$ cat config.mk
export PLATFORM = sky130hd
export DESIGN_NAME = btb_predict_check
export DESIGN_NICKNAME = d
export VERILOG_FILES = /design/src/rtl/btb_predict_check.sv
export SDC_FILE = /design/constraint.sdc
export NUM_CORES = 1
export LEC_CHECK = 0
export ABC_AREA = 0
export CAP_MARGIN = 20
export CORE_MARGIN = 4
export CORE_UTILIZATION = 29
export CTS_BUF_LIST = sky130_fd_sc_hd__clkbuf_4
export DETAILED_ROUTE_END_ITERATION = 7
export GPL_ROUTABILITY_DRIVEN = 0
export SLEW_MARGIN = 20
export SYNTH_ARGS = -nofsm -noshare
export SYNTH_HDL_FRONTEND = slang
export SYNTH_SLANG_ARGS = --single-unit
$ cat constraint.sdc
create_clock -name clk -period 6.7 [get_ports clk]
set_input_delay 1.005 -clock clk [delete_from_list [all_inputs] [get_ports clk]]
set_output_delay 1.005 -clock clk [all_outputs]
set_load 0.02 [all_outputs]
$ cat src/rtl/btb_predict_check.sv
// rtl/btb_predict_check.sv - direct-mapped BTB with 2-bit counters, resolve check and perf counters
module btb_predict_check #(
    parameter int         ENTRIES  = 16,
    parameter logic [1:0] INIT_CTR = 2'b10,
    parameter int         CNT_W    = 16
) (
    input  logic             clk,
    input  logic             reset,
    input  logic [31:0]      if_pc,
    output logic             pred_taken,
    output logic [31:0]      pred_target,
    input  logic             ex_valid,
    input  logic             ex_is_branch,
    input  logic [31:0]      ex_pc,
    input  logic             ex_taken,
    input  logic [31:0]      ex_target,
    input  logic             ex_pred_taken,
    input  logic [31:0]      ex_pred_target,
    output logic             redirect,
    output logic [31:0]      redirect_pc,
    input  logic             perf_clr,
    output logic [CNT_W-1:0] br_count,
    output logic [CNT_W-1:0] mis_count
);

    localparam int IDX_W = $clog2(ENTRIES);
    localparam int TAG_W = 30 - IDX_W;

    logic             valid_q  [ENTRIES];
    logic [TAG_W-1:0] tag_q    [ENTRIES];
    logic [31:0]      target_q [ENTRIES];
    logic [1:0]       ctr_q    [ENTRIES];

    logic [IDX_W-1:0] if_idx, ex_idx;
    logic [TAG_W-1:0] if_tag, ex_tag;
    logic             if_hit, ex_hit;
    logic             resolve, incorrect;
    logic             write_alloc, write_hit;

    assign if_idx = if_pc[IDX_W+1:2];
    assign if_tag = if_pc[31:IDX_W+2];
    assign ex_idx = ex_pc[IDX_W+1:2];
    assign ex_tag = ex_pc[31:IDX_W+2];

    // Lookup sees pre-edge contents only; no bypass from a same-cycle update.
    assign if_hit      = valid_q[if_idx] && (tag_q[if_idx] == if_tag);
    assign pred_taken  = if_hit && ctr_q[if_idx][1];
    assign pred_target = pred_taken ? target_q[if_idx] : (if_pc + 32'd4);

    assign resolve   = ex_valid && ex_is_branch;
    assign incorrect = (ex_pred_taken != ex_taken) ||
                       (ex_pred_taken && ex_taken && (ex_pred_target != ex_target));
    assign redirect    = resolve && incorrect;
    assign redirect_pc = ex_taken ? ex_target : (ex_pc + 32'd4);

    assign ex_hit      = valid_q[ex_idx] && (tag_q[ex_idx] == ex_tag);
    assign write_hit   = resolve && ex_hit;
    assign write_alloc = resolve && !ex_hit && ex_taken;

    always_ff @(posedge clk or posedge reset) begin
        if (reset) begin
            for (int i = 0; i < ENTRIES; i++) begin
                valid_q[i] <= 1'b0;
                ctr_q[i]   <= 2'b00;
            end
        end else if (write_alloc) begin
            valid_q[ex_idx] <= 1'b1;
            ctr_q[ex_idx]   <= INIT_CTR;
        end else if (write_hit) begin
            if (ex_taken && ctr_q[ex_idx] != 2'b11)
                ctr_q[ex_idx] <= ctr_q[ex_idx] + 2'd1;
            else if (!ex_taken && ctr_q[ex_idx] != 2'b00)
                ctr_q[ex_idx] <= ctr_q[ex_idx] - 2'd1;
        end
    end

    // Tag/target need no reset: a cleared valid bit masks them.
    always_ff @(posedge clk) begin
        if (!reset && (write_alloc || (write_hit && ex_taken))) begin
            tag_q[ex_idx]    <= ex_tag;
            target_q[ex_idx] <= ex_target;
        end
    end

    always_ff @(posedge clk or posedge reset) begin
        if (reset) begin
            br_count  <= '0;
            mis_count <= '0;
        end else if (perf_clr) begin
            br_count  <= '0;
            mis_count <= '0;
        end else begin
            if (resolve && br_count != {CNT_W{1'b1}})
                br_count <= br_count + 1'b1;
            if (redirect && mis_count != {CNT_W{1'b1}})
                mis_count <= mis_count + 1'b1;
        end
    end

endmodule

==> summary.txt, run 1 <==
synthesized area -> 0.0463 mm²
Core Area -> 0.159 mm²
Worst VDD drop -> 0.165 mV
Avg WL per Cell -> 28.5 µm
Post-DRT Antenna Nets -> 0
CP Launch Point -> if_pc[2]
Fin. Hold Viols -> 0
setup TNS -> 0 ns
startpoint types -> input port
pin count of the biggest net entering global routing -> 84
Top Usage Layer GRT -> met2
number of synthesized flops with an enable pin -> 928
Final HPWL DP -> 95300 µm
worst hold path class -> in -> async
Clock Path Buffers -> 4
first-pass GRT wire length -> 214000 µm
register area -> 0.0299 mm²
post_cts resized -> 0
Peak Freq -> 161 MHz
CP max FO -> 40
Die Width -> 408 µm
LEAKAGE -> 18.1 nW
met2 Use GR -> 0.272
Max Cap Viol -> 0
critical path class -> in -> out
clk_lat worst skew -> 1.17 ns
RSZ-0062 raised after global routing -> no
final setup vio count -> 0
Mapped Cells -> 2620
Port-buffer cells -> 232
WP data required -> 5.69 ns
Pwr Total -> 13.5 mW
vias per cell -> 5.37
Pwr Density -> 246 mW/mm²
Rows -> 146
RR Startpoint -> tag_q[2][11]$_DFFE_PP_
gr ovfl total -> 0
WP data arrival -> 5.20 ns
Synth cell types -> 68
max_slew headroom -> 0.283
initial core utilization -> 0.292
number of synthesized register bits -> 1008
Ys Warns -> 0
TritonCTS clock tree -> built
Multi-input gate area -> 0.0156 mm²
initial antenna violation count -> 23
Final Skew -> 0.121 ns
Post-Syn Nets -> 2765
register area share after synthesis -> 0.645
Post-CTS Repair Setup Buffers -> 0
Via Count -> 28616
hold slack final -> 0.188 ns
status -> completed
vias in the first global route -> 28979
Clock Sinks -> 1008
Die H -> 408 µm
period utilization -> 0.927
num ports -> 233
area of the die -> 0.166 mm²
Num CTS Buffers -> 276
fillcell total -> 15058
# nets final -> 3221
DRT Pass-1 Iters -> 5
min Tclk post-route -> 6.21 ns
Worst Tran Pin Value -> 1.07 ns
count of hold buffers inserted by post-cts repair -> 0
CP Capture Type -> primary output
Reg clk slew, reported paths -> 0.06 ns
fraction of layout cells with a size suffix above 1 -> 0.301
Post-route DRC -> 0
asr flop ratio synth -> 0.0794
total track usage -> 0.178
Avg Inst Size Synth -> 17.7 µm²
met1 Track Usage GR -> 0.237
clock root buffer -> clkbuf_4
Initial DRC Count -> 3378
Routed WL -> 152000 µm
GRT met3 Usage -> 0.0604
Area Growth Syn to Fin -> 18.9%
Most used DFF post-synth -> edfxtp_1
CTS H-tree lvls -> 5
Max Slew Vio Count -> 0
[cells by family (layout without fill, tap and decap cells)]
group / Yosys count / after routing / synth area share
mux: 512 / 512 / 0.212
simple gates: 442 / 442 / 0.0465
compound gates: 283 / 283 / 0.0427
flops: 1008 / 1008 / 0.645
other cells: 0 / 15 / 0
buf+inv: 200 / 826 / 0.0205
xor+xnor: 165 / 165 / 0.0312
fa+ha+maj: 10 / 10 / 0.00270
[power breakdown]
group          switching, mW  internal [mW]  total [mW]
registers             0.0255           6.91        6.94
logic                  0.751          0.525        1.28
clock network           2.49           2.82        5.31
[worst paths after layout]
check                                       endpoint  slack (ns)  depth (start not counted)
setup reg to reg               ctr_q[18]$_DFFE_PP0P_        2.85                          8
hold / removal             mis_count[14]$_DFFE_PP0P_        0.19                          2
setup / recovery                      pred_target[8]        0.49                         13
max in group asynchronous      ctr_q[16]$_DFFE_PP0P_        5.31                          3
min in group clk           mis_count[14]$_DFFE_PP0P_        0.43                          2
hold reg to reg               valid_q[1]$_DFFE_PP0N_        0.49                          1
[registers in the layout, indices dropped and copies added (netlist names)]
signal,flops
target_q,512
tag_q,416
ctr_q,32
br_count,16
mis_count,16
valid_q,16
[cells in the mapped netlist, drive strengths merged (28+ instances only)]
cell type  instances  area, µm²
edfxtp           928      27900
mux4             370       8330
nand2            158        593
mux2i            104       1040
clkbuf            91        343
xnor2             88        771
buf               87        523
dfrtp             80       2000
xor2              77        674
nor2              76        285
o21ai             58        290
a21oi             50        250
nand3             43        215
mux2              38        428
o41ai             31        272
nand4             28        175
[final cells by class]
type                       count  area share
antenna                       15    0.000682
sequential                  1008       0.543
clock buffer                 392      0.0535
multi-input combinational   1412       0.284
tap                         2072      0.0471
inverter                      22     0.00152
clock inverter                56     0.00591
timing repair buffer         356      0.0646
[through the flow]
step / utilization / std cells / area (µm²) / setup slack, ns
floorplan: - / 2620 / 46300 / 0.348
CTS: 0.347 / 5318 / 55000 / 0.535
global route: 0.347 / 5325 / 55000 / 0.342
detailed placement: 0.326 / 4870 / 51700 / 0.539
finish: 0.347 / 5333 / 55100 / 0.491
global placement: 0.326 / 4870 / 51800 / 0.583
[cells in the final DEF (no fill, tap or decap), drive strengths merged, types with 12 or more instances in the layout]
cell           instances
clkbuf               393
nand2                158
o21ai                 58
mux4                 370
and3                  27
edfxtp               928
o22ai                 24
a21oi                 50
nor2b                 25
o31ai                 19
nand2b                20
a31o                  16
a41o                  16
inv                   25
nand3                 43
clkinv                49
clkdlybuf4s50        222
a211oi                12
mux2i                104
mux2                  38
xor2                  77
buf                  133
o41ai                 31
xnor2                 88
nand4                 28
nor4                  17
nor2                  76
dfrtp                 80
diode                 15
[critical path: stages]
cell	delay, ns
buf_8	0.38
buf_12	0.28
buf_4	0.26
mux4_2	0.51
nor2b_1	0.14
a211oi_1	0.20
a21oi_1	0.08
xnor2_1	0.27
nand4_1	0.31
nor4_4	0.42
buf_12	0.27
mux2_2	0.37
clkdlybuf4s50_1	0.54
[per-layer routing]
metal / vias to the layer above / share of wire
li1: 11806 / -
met1: 15000 / 0.40
met2: 1586 / 0.46
met3: 218 / 0.11
met4: 6 / 0.026
met5: - / 0.00026
(Power assumes the default switching activity.)
==> inputs of run 2 (changes only) <==
PLACE_DENSITY_LB_ADDON = 0.08   (was unset)
==> summary.txt, run 2 (synthesized netlist as in run 1, its figures left out) <==
WP data arrival -> 5.57 ns
Post-route DRC -> 0
Reg clk slew, reported paths -> 0.07 ns
Clock Path Buffers -> 4
pin count of the biggest net entering global routing -> 81
sequential cell fraction of total power -> 0.499
initial antenna violation count -> 11
Final Skew -> 0.0531 ns
count of hold buffers inserted by post-cts repair -> 0
fraction of layout cells with a size suffix above 1 -> 0.311
fin cells -> 5399
Via Count -> 29037
DRT Pass-1 Iters -> 7
fillcell total -> 15138
Peak Freq -> 152 MHz
CP max FO -> 79
CP Capture Type -> primary output
clock root buffer -> clkbuf_4
first-pass GRT wire length -> 242000 µm
setup TNS -> 0 ns
Routed WL -> 176000 µm
top flop regs -> target_q x512, tag_q x416, ctr_q x32
share of total power in combinational logic -> 0.096
max_slew headroom -> 0.315
period utilization -> 0.982
gr ovfl total -> 0
Final HPWL DP -> 111000 µm
worst hold path class -> in -> async
Clock Sinks -> 1008
WP data required -> 5.69 ns
final setup vio count -> 0
initial core utilization -> 0.292
area post-placement -> 0.0520 mm²
RSZ-0062 raised after global routing -> no
vias in the first global route -> 30332
Worst Tran Pin Value -> 1.02 ns
Die H -> 408 µm
Worst VDD drop -> 0.144 mV
Final Cell Area -> 0.0555 mm²
Switching Power -> 3.51 mW
Max Slew Vio Count -> 0
Initial DRC Count -> 2715
CTS H-tree lvls -> 5
area of the die -> 0.166 mm²
status -> completed
Num CTS Buffers -> 311
Die Width -> 408 µm
clk_lat worst skew -> 1.21 ns
max reg flops -> 512
Max Cap Viol -> 0
Fin. Hold Viols -> 0
Avg WL per Cell -> 32.5 µm
post-layout util -> 0.350
startpoint types -> input port
min Tclk post-route -> 6.58 ns
total track usage -> 0.208
Largest Register -> target_q
critical path class -> in -> out
post_cts resized -> 0
Post-CTS Repair Setup Buffers -> 0
Pwr Density -> 251 mW/mm²
Rows -> 146
most common cell after layout, fill and taps aside -> edfxtp_1
switching part of the total -> 0.252
Post-DRT Antenna Nets -> 0
TritonCTS clock tree -> built
Port-buffer cells -> 232
# nets final -> 3278
vias per cell -> 5.38
LEAKAGE -> 18.3 nW
num ports -> 233
most frequent cells in the layout -> 928 x edfxtp_1, 422 x clkbuf_4, 370 x mux4_2, 222 x clkdlybuf4s50_1, 158 x nand2_1
Area Growth Syn to Fin -> 19.8%
Core Area -> 0.159 mm²
Internal Power -> 10.4 mW
Inst Count DP -> 4892
Clock power frac -> 0.405
[run 2: changes by cell type in the layout (fill, tap and decap cells not counted), moves of 2 or more]
cell and delta:
clkbuf_4 +30, buf_4 +20, clkinv_2 +2, clkinv_1 +21
diode_2 -7, bufinv_16 -2
[run 2: through the flow]
step	setup WS, ns	hold slack [ns]	power, mW
final	0.121	0.277	13.9
after global routing	0.0417	0.201	14.6
after CTS	0.184	0.174	14.2
after detailed placement	0.178	0.482	8.42
after global placement	0.190	0.467	8.41
after floorplan	0.348	0.446	7.74
[run 2: final timing paths]
path,start,endpoint,slack (ns),cells after the start
max reg2reg,tag_q[0][13]$_DFFE_PP_,ctr_q[20]$_DFFE_PP0P_,2.84,8
max,if_pc[3],pred_taken,0.12,10
min reg2reg,valid_q[1]$_DFFE_PP0N_,valid_q[1]$_DFFE_PP0N_,0.50,1
min,reset,br_count[0]$_DFFE_PP0P_,0.28,2
min in group clk,perf_clr,br_count[0]$_DFFE_PP0P_,0.35,2
max in group asynchronous,reset,ctr_q[9]$_DFFE_PP0P_,5.30,3
[run 2: area by class of cell]
type	count	area, µm²	area share
Inverter	22	83.8	0.00151
Multi-Input combinational cell	1412	15700	0.282
Clock inverter	77	354	0.00638
Sequential cell	1008	29900	0.538
Clock buffer	422	3170	0.0571
Antenna cell	8	20.0	0.000361
Tap cell	2072	2590	0.0467
Timing Repair Buffer	378	3760	0.0677
[run 2: power groups by stage]
stage / Sequential (mW) / Combinational (mW) / Clock, mW
final: 6.94 / 1.34 / 5.64
after global routing: 6.94 / 1.41 / 6.24
after CTS: 6.94 / 1.36 / 5.88
after detailed placement: 7.07 / 1.35 / 0
after global placement: 7.07 / 1.35 / 0
after floorplan: 7.07 / 0.680 / 0
[run 2: layer usage]
layer | GRT usage | part of all wire
met1 | 0.287 | 0.43
met2 | 0.329 | 0.47
met3 | 0.0459 | 0.073
met4 | 0.0609 | 0.024
met5 | 0 | 0
[run 2: worst max-delay path, cell delays in order]
cell and delay, ns:
buf_8 0.57, buf_4 0.31, mux4_2 0.33, mux4_2 0.55, xnor2_1 0.44, nand4_1 0.15
or3_1 0.40, nor4_1 0.89, buf_4 0.25, clkdlybuf4s50_1 0.59
==> inputs of run 3 (changes only) <==
CAP_MARGIN = unset   (was 20)
==> summary.txt, run 3 (synthesized netlist as in run 1, its figures left out) <==
TritonCTS clock tree -> built
CP max FO -> 79
startpoint types -> input port
Internal Power -> 10.5 mW
Via Count -> 29122
switching part of the total -> 0.253
top flop regs -> target_q x512, tag_q x416, ctr_q x32
Initial DRC Count -> 2885
min Tclk post-route -> 6.43 ns
Post-route DRC -> 0
period utilization -> 0.959
most common cell after layout, fill and taps aside -> edfxtp_1
RSZ-0062 raised after global routing -> no
clock root buffer -> clkbuf_4
Final WS setup -> 0.273 ns
final setup vio count -> 0
Worst Tran Pin Value -> 1.10 ns
RR Startpoint -> tag_q[10][13]$_DFFE_PP_
Final HPWL DP -> 111000 µm
Switching Power -> 3.55 mW
Crit path max-delay family -> simple AND/OR/NAND/NOR gates
WP data required -> 5.69 ns
Max Cap Viol -> 0
post-layout util -> 0.351
Num CTS Buffers -> 307
pin count of the biggest net entering global routing -> 81
setup TNS -> 0 ns
critical path class -> in -> out
Final Skew -> 0.0925 ns
area of the die -> 0.166 mm²
slowest stage delay, CP -> 0.60 ns
max_slew headroom -> 0.264
CTS H-tree lvls -> 5
Fin. Hold Viols -> 0
most used cell, CP -> and2_1
share of total power in combinational logic -> 0.095
CP Launch Point -> if_pc[3]
Peak Freq -> 156 MHz
initial core utilization -> 0.292
most frequent cells in the layout -> 928 x edfxtp_1, 432 x clkbuf_4, 370 x mux4_2, 222 x clkdlybuf4s50_1, 158 x nand2_1
worst path bufs/invs -> 3
Clock Sinks -> 1008
dpl ws -> 0.166 ns
Reg clk slew, reported paths -> 0.07 ns
Area Growth Syn to Fin -> 20.0%
vias in the first global route -> 30372
total track usage -> 0.208
Pwr Density -> 253 mW/mm²
Die Width -> 408 µm
sequential cell fraction of total power -> 0.494
gr ovfl total -> 0
LEAKAGE -> 18.4 nW
R2R cell count -> 8
num ports -> 233
CP Cell Sequence -> buf_8 -> buf_4 -> and2_1 -> and4_1 -> and2_1 -> nand2b_1 -> nor2_1 -> nand3_1 -> xnor2_1 -> mux2_2 -> clkdlybuf4s50_1
Worst VDD drop -> 0.161 mV
slowest CP cell -> clkdlybuf4s50_1
Avg WL per Cell -> 32.6 µm
initial antenna violation count -> 17
Largest Register -> target_q
Clock power frac -> 0.411
worst reg-to-reg setup slack -> 2.89 ns
Max Slew Vio Count -> 0
clk_lat worst skew -> 1.23 ns
WP data arrival -> 5.42 ns
CP Capture Type -> primary output
DRT Pass-1 Iters -> 5
vias per cell -> 5.38
fraction of layout cells with a size suffix above 1 -> 0.312
Post-DRT Antenna Nets -> 0
area post-placement -> 0.0519 mm²
Port-buffer cells -> 232
Die H -> 408 µm
Core Area -> 0.159 mm²
worst hold path class -> in -> async
Final Cell Area -> 0.0556 mm²
Rows -> 146
first-pass GRT wire length -> 242000 µm
Pwr Total -> 14.1 mW
status -> completed
# nets final -> 3273
r2r endpoint -> ctr_q[24]$_DFFE_PP0P_
Critical Path End -> pred_target[31]
max reg flops -> 512
Critical Path Stages -> 11
Clock Path Buffers -> 4
Routed WL -> 177000 µm
## run 3: worst register-to-register path, cell delays in order (launching register included)
cell and delay [ns]:
edfxtp_1 0.40, mux4_2 0.49, mux2i_1 0.28, mux2i_1 0.18, xnor2_1 0.44, and4_1 0.44
o211ai_2 0.23, or4b_4 0.85, a31o_1 0.35
## run 3: worst min-delay path by stage
stage                             from  slack [ns]                  endpoint  cells past startpoint
2_1_floorplan  valid_q[15]$_DFFE_PP0N_        0.45   valid_q[15]$_DFFE_PP0N_                      1
3_3_place_gp    valid_q[6]$_DFFE_PP0N_        0.47    valid_q[6]$_DFFE_PP0N_                      1
3_5_place_dp   valid_q[12]$_DFFE_PP0N_        0.48   valid_q[12]$_DFFE_PP0N_                      1
4_1_cts                          reset        0.12  mis_count[2]$_DFFE_PP0P_                      2
5_1_grt                          reset        0.15  mis_count[2]$_DFFE_PP0P_                      2
6_report                         reset        0.25  mis_count[2]$_DFFE_PP0P_                      2
## run 3: timing repair
action,in CTS,in global routing
resized for setup,0,1
endpoints found under the setup margin,0,1
setup buffers,0,0
hold buffers,0,0
## run 3: power by group through the flow
| stage | logic, mW | clock network, mW | registers, mW |
|---|---|---|---|
| finish | 1.34 | 5.78 | 6.94 |
| global route | 1.41 | 6.37 | 6.94 |
| CTS | 1.36 | 6.01 | 6.94 |
| detailed placement | 1.35 | 0 | 7.07 |
| global placement | 1.35 | 0 | 7.07 |
| floorplan | 0.680 | 0 | 7.07 |
## run 3: per-stage QoR
| step | hold slack (ns) | cells |
|---|---|---|
| final | 0.249 | 5416 |
| after detailed placement | 0.484 | 4891 |
| after global placement | 0.467 | 4891 |
| after global routing | 0.153 | 5411 |
| after CTS | 0.124 | 5400 |
| after floorplan | 0.446 | 2620 |
## run 3: cell type report
class / instances / area (µm²)
clock inverter: 77 / 377
tap: 2072 / 2590
sequential: 1008 / 29900
clock buffer: 432 / 3240
fill: 15124 / 103000
inverter: 22 / 83.8
timing repair buffer: 377 / 3730
antenna: 16 / 40.0
multi-input combinational: 1412 / 15700
## run 3: routing by layer
layer	GRT usage	part of all wire	vias up
met5	0	0.00015	-
met4	0.0741	0.033	4
met3	0.0596	0.083	342
met2	0.321	0.46	1382
met1	0.281	0.43	15430
li1	-	-	11964
